`config.mk`:
```
export PLATFORM = sky130hd
export DESIGN_NAME = rpn_msg_type_demux
export DESIGN_NICKNAME = d
export VERILOG_FILES = /design/src/rtl/rpn_msg_type_demux.sv
export SDC_FILE = /design/constraint.sdc
export NUM_CORES = 1
export LEC_CHECK = 0
export BUFFER_PORTS_ARGS = -buffer_cell sky130_fd_sc_hd__buf_4
export CAP_MARGIN = 20
export CORE_AREA = 2 2 498 500
export CTS_CLUSTER_DIAMETER = 100
export DETAILED_ROUTE_END_ITERATION = 12
export DIE_AREA = 0 0 500 502
export PLACE_DENSITY = 0.3
export SYNTH_ARGS = -nofsm -noshare
export SYNTH_HDL_FRONTEND = slang
export SYNTH_SLANG_ARGS = --single-unit
```
`constraint.sdc`:
```
create_clock -name i_clk -period 2.3 [get_ports i_clk]
set_clock_uncertainty 0.2 [all_clocks]
set_input_delay 0.115 -clock i_clk [delete_from_list [all_inputs] [get_ports i_clk]]
set_output_delay 0.115 -clock i_clk [all_outputs]
set_load 0.03 [all_outputs]
```
`src/rtl/rpn_msg_type_demux.sv`:
```
// rpn_msg_type_demux
//   Packet-level AXI-Stream demultiplexer. The message type in the low bits
//   of a packet's first beat selects one of NUM_OUTPUTS ports. The packet is
//   then carried through a single full-throughput register slice. Packets
//   whose type matches no port are swallowed and counted.
//
//   state | meaning
//   ------+-----------------------------------------------------------
//   HEAD  | next beat is a packet head; classify it by its type field
//   FWD   | mid-packet; every beat goes to the latched port
//   DROP  | mid-packet of an unmatched type; discard beats
//
// Ports
//   i_clk, i_ap_rst_n           clock, asynchronous active-low reset
//   from_network_bridge_*       input stream (tready is the only output)
//   to_out_tvalid/tready        per-port handshake
//   to_out_t{data,keep,id,dest,user,last}
//                               payload shared by all ports
//   o_drop_pulse                one cycle after a dropped packet ends
//   o_drop_count                saturating dropped-packet count
module rpn_msg_type_demux #(
    parameter int AXIS_DATA_WIDTH          = 512,
    parameter int AXIS_KEEP_WIDTH          = AXIS_DATA_WIDTH / 8,
    parameter int AXIS_FROM_NB_TDEST_WIDTH = 16,
    parameter int AXIS_FROM_NB_TUSER_WIDTH = 16,
    parameter int RPN_MSG_TYPE_WIDTH       = 8,
    parameter int NUM_OUTPUTS              = 2,
    // slice 0 = KIP_PUB (0x01), slice 1 = KIP_ACK (0x02)
    parameter logic [NUM_OUTPUTS*RPN_MSG_TYPE_WIDTH-1:0] OUT_MSG_TYPES = {8'h02, 8'h01},
    parameter int DROP_CNT_WIDTH           = 16
) (
    input  logic                                i_clk,
    input  logic                                i_ap_rst_n,

    input  logic                                from_network_bridge_tvalid,
    output logic                                from_network_bridge_tready,
    input  logic [AXIS_DATA_WIDTH-1:0]          from_network_bridge_tdata,
    input  logic [AXIS_KEEP_WIDTH-1:0]          from_network_bridge_tkeep,
    input  logic [AXIS_FROM_NB_TDEST_WIDTH-1:0] from_network_bridge_tid,
    input  logic [AXIS_FROM_NB_TDEST_WIDTH-1:0] from_network_bridge_tdest,
    input  logic [AXIS_FROM_NB_TUSER_WIDTH-1:0] from_network_bridge_tuser,
    input  logic                                from_network_bridge_tlast,

    output logic [NUM_OUTPUTS-1:0]              to_out_tvalid,
    input  logic [NUM_OUTPUTS-1:0]              to_out_tready,
    output logic [AXIS_DATA_WIDTH-1:0]          to_out_tdata,
    output logic [AXIS_KEEP_WIDTH-1:0]          to_out_tkeep,
    output logic [AXIS_FROM_NB_TDEST_WIDTH-1:0] to_out_tid,
    output logic [AXIS_FROM_NB_TDEST_WIDTH-1:0] to_out_tdest,
    output logic [AXIS_FROM_NB_TUSER_WIDTH-1:0] to_out_tuser,
    output logic                                to_out_tlast,

    output logic                                o_drop_pulse,
    output logic [DROP_CNT_WIDTH-1:0]           o_drop_count
);

    localparam int SEL_W = (NUM_OUTPUTS > 1) ? $clog2(NUM_OUTPUTS) : 1;

    typedef enum logic [1:0] {HEAD, FWD, DROP} state_e;

    state_e                      state_q, state_d;
    logic [SEL_W-1:0]            sel_q, sel_d;
    logic [SEL_W-1:0]            out_sel_q, out_sel_d;
    logic                        valid_q, valid_d;
    logic                        drop_pulse_q;
    logic [DROP_CNT_WIDTH-1:0]   drop_cnt_q, drop_cnt_d;

    logic [AXIS_DATA_WIDTH-1:0]          data_q;
    logic [AXIS_KEEP_WIDTH-1:0]          keep_q;
    logic [AXIS_FROM_NB_TDEST_WIDTH-1:0] id_q;
    logic [AXIS_FROM_NB_TDEST_WIDTH-1:0] dest_q;
    logic [AXIS_FROM_NB_TUSER_WIDTH-1:0] user_q;
    logic                                last_q;

    logic             match_hit;
    logic [SEL_W-1:0] match_idx;
    logic             slice_ready;
    logic             fwd_beat;
    logic [SEL_W-1:0] beat_sel;
    logic             accept;
    logic             load;
    logic             drop_fire;

    // Scan from the top down so the lowest matching index wins.
    always_comb begin
        match_hit = 1'b0;
        match_idx = '0;
        for (int i = NUM_OUTPUTS - 1; i >= 0; i--) begin
            if (from_network_bridge_tdata[RPN_MSG_TYPE_WIDTH-1:0] ==
                OUT_MSG_TYPES[i*RPN_MSG_TYPE_WIDTH +: RPN_MSG_TYPE_WIDTH]) begin
                match_hit = 1'b1;
                match_idx = SEL_W'(i);
            end
        end
    end

    always_comb begin
        slice_ready = !valid_q || to_out_tready[out_sel_q];
        fwd_beat    = (state_q == FWD) || ((state_q == HEAD) && match_hit);
        beat_sel    = (state_q == FWD) ? sel_q : match_idx;
        // Dropped beats never touch the slice, so they are always accepted.
        from_network_bridge_tready = fwd_beat ? slice_ready : 1'b1;
        accept      = from_network_bridge_tvalid && from_network_bridge_tready;
        load        = accept && fwd_beat;
        drop_fire   = accept && from_network_bridge_tlast && !fwd_beat;

        state_d = state_q;
        sel_d   = sel_q;
        if (accept) begin
            case (state_q)
                HEAD: begin
                    if (!from_network_bridge_tlast) begin
                        if (match_hit) begin
                            state_d = FWD;
                            sel_d   = match_idx;
                        end else begin
                            state_d = DROP;
                        end
                    end
                end
                FWD:     if (from_network_bridge_tlast) state_d = HEAD;
                DROP:    if (from_network_bridge_tlast) state_d = HEAD;
                default: state_d = HEAD;
            endcase
        end

        valid_d   = slice_ready ? load : valid_q;
        out_sel_d = load ? beat_sel : out_sel_q;

        drop_cnt_d = drop_cnt_q;
        if (drop_fire && (drop_cnt_q != '1)) begin
            drop_cnt_d = drop_cnt_q + DROP_CNT_WIDTH'(1);
        end
    end

    always_ff @(posedge i_clk or negedge i_ap_rst_n) begin
        if (!i_ap_rst_n) begin
            state_q      <= HEAD;
            sel_q        <= '0;
            out_sel_q    <= '0;
            valid_q      <= 1'b0;
            drop_pulse_q <= 1'b0;
            drop_cnt_q   <= '0;
            data_q       <= '0;
            keep_q       <= '0;
            id_q         <= '0;
            dest_q       <= '0;
            user_q       <= '0;
            last_q       <= 1'b0;
        end else begin
            state_q      <= state_d;
            sel_q        <= sel_d;
            out_sel_q    <= out_sel_d;
            valid_q      <= valid_d;
            drop_pulse_q <= drop_fire;
            drop_cnt_q   <= drop_cnt_d;
            // load implies the slice is advancing, so payload never changes under a stall.
            if (load) begin
                data_q <= from_network_bridge_tdata;
                keep_q <= from_network_bridge_tkeep;
                id_q   <= from_network_bridge_tid;
                dest_q <= from_network_bridge_tdest;
                user_q <= from_network_bridge_tuser;
                last_q <= from_network_bridge_tlast;
            end
        end
    end

    always_comb begin
        for (int i = 0; i < NUM_OUTPUTS; i++) begin
            to_out_tvalid[i] = valid_q && (out_sel_q == SEL_W'(i));
        end
    end

    assign to_out_tdata  = data_q;
    assign to_out_tkeep  = keep_q;
    assign to_out_tid    = id_q;
    assign to_out_tdest  = dest_q;
    assign to_out_tuser  = user_q;
    assign to_out_tlast  = last_q;
    assign o_drop_pulse  = drop_pulse_q;
    assign o_drop_count  = drop_cnt_q;

endmodule

```
==> results.yml <==
run_status:
  status: "finished with violations"
  violations: "negative setup slack"
floorplan:
  die_area_um2: 251000
  die_y_um: 502
  ios: 1275
  core_um2: 245300
  die_w_um: 500
  start_util_pct: 9.889
  num_rows: 182
grt:
  antenna_found_initial: 53
  grt_pass1_vias: 25230
  grt_max_degree: 78
  grtUsageMet1_pct: 13.69
  busiest_layer: "met2"
  grtUsageMet2_pct: 20.78
  grt_pass1_wl_um: 212900
  grtUsageMet3_pct: 6.061
  grt_use_total_pct: 12.25
  overflow: 0
timing:
  fin_crit_sh_pct: 107.5
  slew_headroom_pct: 53.19
  hold_ws_ns: 0.07016
  finalHoldViolations: 0
  worst_slack_ns: -0.1717
  max_freq_mhz: 404.6
  finalSetupViolCount: 467
  rsz0062_at_grt: "true"
  slew_violations: 0
  fin_crit_ns: 2.472
  tightestPinTransition_ns: 0.6963
finish:
  fill_cells: 26500
  final_nets: 4659
  multi_input_area_um2: 7836
  fin_util_pct: 22.01
  synthToLayoutAreaGrowth_pct: 122.6
  fin_area_um2: 53990
  drive_above_1_share_pct: 52.75
  regArea_um2: 16190
logic_synthesis:
  syn_area_um2: 24250
  seq_area_frac_synth_pct: 66.76
  yosysMostFrequentCell: "dfrtp_1"
  syn_avg_cell_area_um2: 16.90
  syn-num-nets: 2068
  yosysTopAreaCellShare_pct: 66.76
  synth_edf_count: 0
  yosysTopAreaCell: "dfrtp_1"
  synth_ff_type: "dfrtp_1"
  ys_ff_latch: 647
  syn-instance-count: 1435
  yosys_warnings: 0
  synth_cell_types: 34
  synth-async-reset-ratio_pct: 100.0
  synth_common_cells: "647 x dfrtp_1, 601 x mux2_2, 59 x buf_2"
  synth.area.top_cells: "dfrtp_1 67%, mux2_2 28%, mux2_1 1.3%, buf_2 1.2%, xor2_1 0.43%"
place:
  dpl_cell_area_um2: 38710
  pre_cts_ws_ns: -0.2520
  routabilityCongestion: 0.7782
  post-dp-hpwl_um: 129500
  portBuffers: 1274
min_path:
  hold_path_class: "primary input to flip-flop"
  hold_depth: 3
  min_to: "to_out_tkeep[0]"
  hold_start: "from_network_bridge_tkeep[0]"
clock_network:
  clkSinkCount: 647
  clock_latency_ns: 0.70
  cts_buffers: 90
  cts_root_buf: "clkbuf_16"
  cts_buffer_depth: 3
  clkSlewWorstSetupHoldPaths_ns: 0.05
  cts_max_level: 3
  cts_tree: "built"
drt:
  via_per_inst: 3.103
  num_vias: 22780
  wl_per_cell_um: 21.57
  ant_nets: 0
  finalWirelength_um: 158300
  drc: 0
  dr.pass1.iters: 4
  first_iter_violations: 600
critical_path:
  rrSetupSlack_ns: -0.14
  startpoint_type: "primary input"
  slowest_delay_ns: 0.59
  path_cells: "buf_4 -> dlygate4sd3_1 -> or4_4 -> nor4_4 -> buf_4 -> o211ai_4 -> buf_12 -> buf_12 -> buf_12 -> buf_4 -> mux2_2"
  critPathCaptureType: "flip-flop"
  cp.arrival_ns: 2.84
  crit_type: "primary input to flip-flop"
  critPathMaxFanout: 17
  timing.rr.end: "to_out_tdata[262]"
  reg2regPathDepth: 11
  required_ns: 2.67
  r2r_start: "state_q[1]"
  cp_slowest_cell: "or4_4"
pwr:
  power.density_nw_per_um2: 1347
  p_leak_uw: 0.02403
  vdd_drop_max_v: 0.0008819
  p_total_uw: 72710
run:
  max-cap-violations: 0
## kinds of logic (layout without fill, tap and decap cells)
family / count (synthesis) / in the layout / synth area share [%]
flip-flops: 647 / 647 / 66.76
multiplexers: 632 / 632 / 29.33
buffers and inverters: 78 / 2740 / 1.635
AND/OR/NAND/NOR: 52 / 52 / 1.321
XOR/XNOR: 15 / 15 / 0.5417
AO/OA/AOI/OAI: 8 / 8 / 0.2528
adder cells (fa/ha/maj): 3 / 3 / 0.1548
other: 0 / 23 / 0
## timing repair
item,CTS,global route
gates cloned,2,0
hold buffers,1180,0
resized for setup,23,26
endpoints found under the hold margin,1283,0
endpoints found under the setup margin,584,608
pin swaps,1,4
buffers inserted,4,1
## critical path, delay by kind of cell
kind                   cells  cell delay [ns]
AOI/OAI and AO/OA          1             0.10
muxes                      1             0.26
and+or+nand+nor            2             0.88
buffers and inverters      7             1.45
## flip-flops by register name, summed over array words and instances, names as in the netlist
name and flops:
o_drop_count 16, o_drop_pulse 1, to_out_tdest 16, to_out_tlast 1, to_out_tid 16, state_q 2
sel_q 1, to_out_tuser 16, to_out_tdata 512, valid_q 1, to_out_tkeep 64, out_sel_q 1
## area by class of cell
| type | count | area share (%) |
|---|---|---|
| Sequential cell | 647 | 29.99 |
| Multi-Input combinational cell | 710 | 14.51 |
| Clock buffer | 130 | 4.894 |
| Inverter | 8 | 0.06025 |
| Clock inverter | 33 | 0.7161 |
| Timing Repair Buffer | 2569 | 42.26 |
| Antenna cell | 23 | 0.1066 |
| Tap cell | 3220 | 7.462 |
## where the power goes
part / switching (uW) / total, uW / internal (uW) / leakage (uW)
Combinational: 21900 / 37300 / 15400 / 0.0148
Clock: 5990 / 14600 / 8570 / 0.00150
Sequential: 3690 / 20900 / 17200 / 0.00769
Total: 31600 / 72700 / 41100 / 0.0240
## how the worst max path moves through the flow
| stage | cells after the start | to | start |
|---|---|---|---|
| finish | 11 | to_out_tdata[262] | from_network_bridge_tdata[3] |
| CTS | 11 | to_out_tdata[262] | state_q[1] |
| floorplan | 9 | to_out_tdata[459] | state_q[0] |
| detailed placement | 8 | to_out_tdata[375] | from_network_bridge_tdata[3] |
| global placement | 9 | to_out_tdata[306] | from_network_bridge_tdata[3] |
| global route | 11 | to_out_tdata[262] | state_q[1] |
## per-layer routing
layer / vias to the layer above / part of all wire [%] / routed length, um
li1: 10330 / - / -
met1: 11220 / 38 / 60950
met2: 952 / 48 / 76270
met3: 215 / 11 / 17390
met4: 56 / 2.1 / 3322
met5: - / 0.24 / 377
## cell usage in the layout (no fill, tap or decap), drive strengths merged
cell and instances:
and2 3, mux2i 2, or4 1, a21oi 2, or3 2, nor3 4
o21ai 1, nor2b 1, nor2 3, nand2 8, bufinv 5, nor4 10
ha 3, nand3 6, o21bai 1, nand4b 1, buf 1390, mux2 630
clkinv 17, nand4 4, diode 23, a32o 1, xnor2 3, or2 4
clkinvlp 3, dfrtp 647, dlygate4sd3 1179, inv 16, o41ai 1, nor4b 4
o21a 1, and3b 1, clkbuf 130, xor2 12, o211ai 1
## stage by stage
step	std cells	TNS, ns
6_report	7340	-21.10
5_1_grt	7330	-63.86
4_1_cts	7316	-32.64
3_5_place_dp	5967	-73.17
3_3_place_gp	5967	-66.37
2_1_floorplan	1435	0
Power figures use the tool's default switching activity.
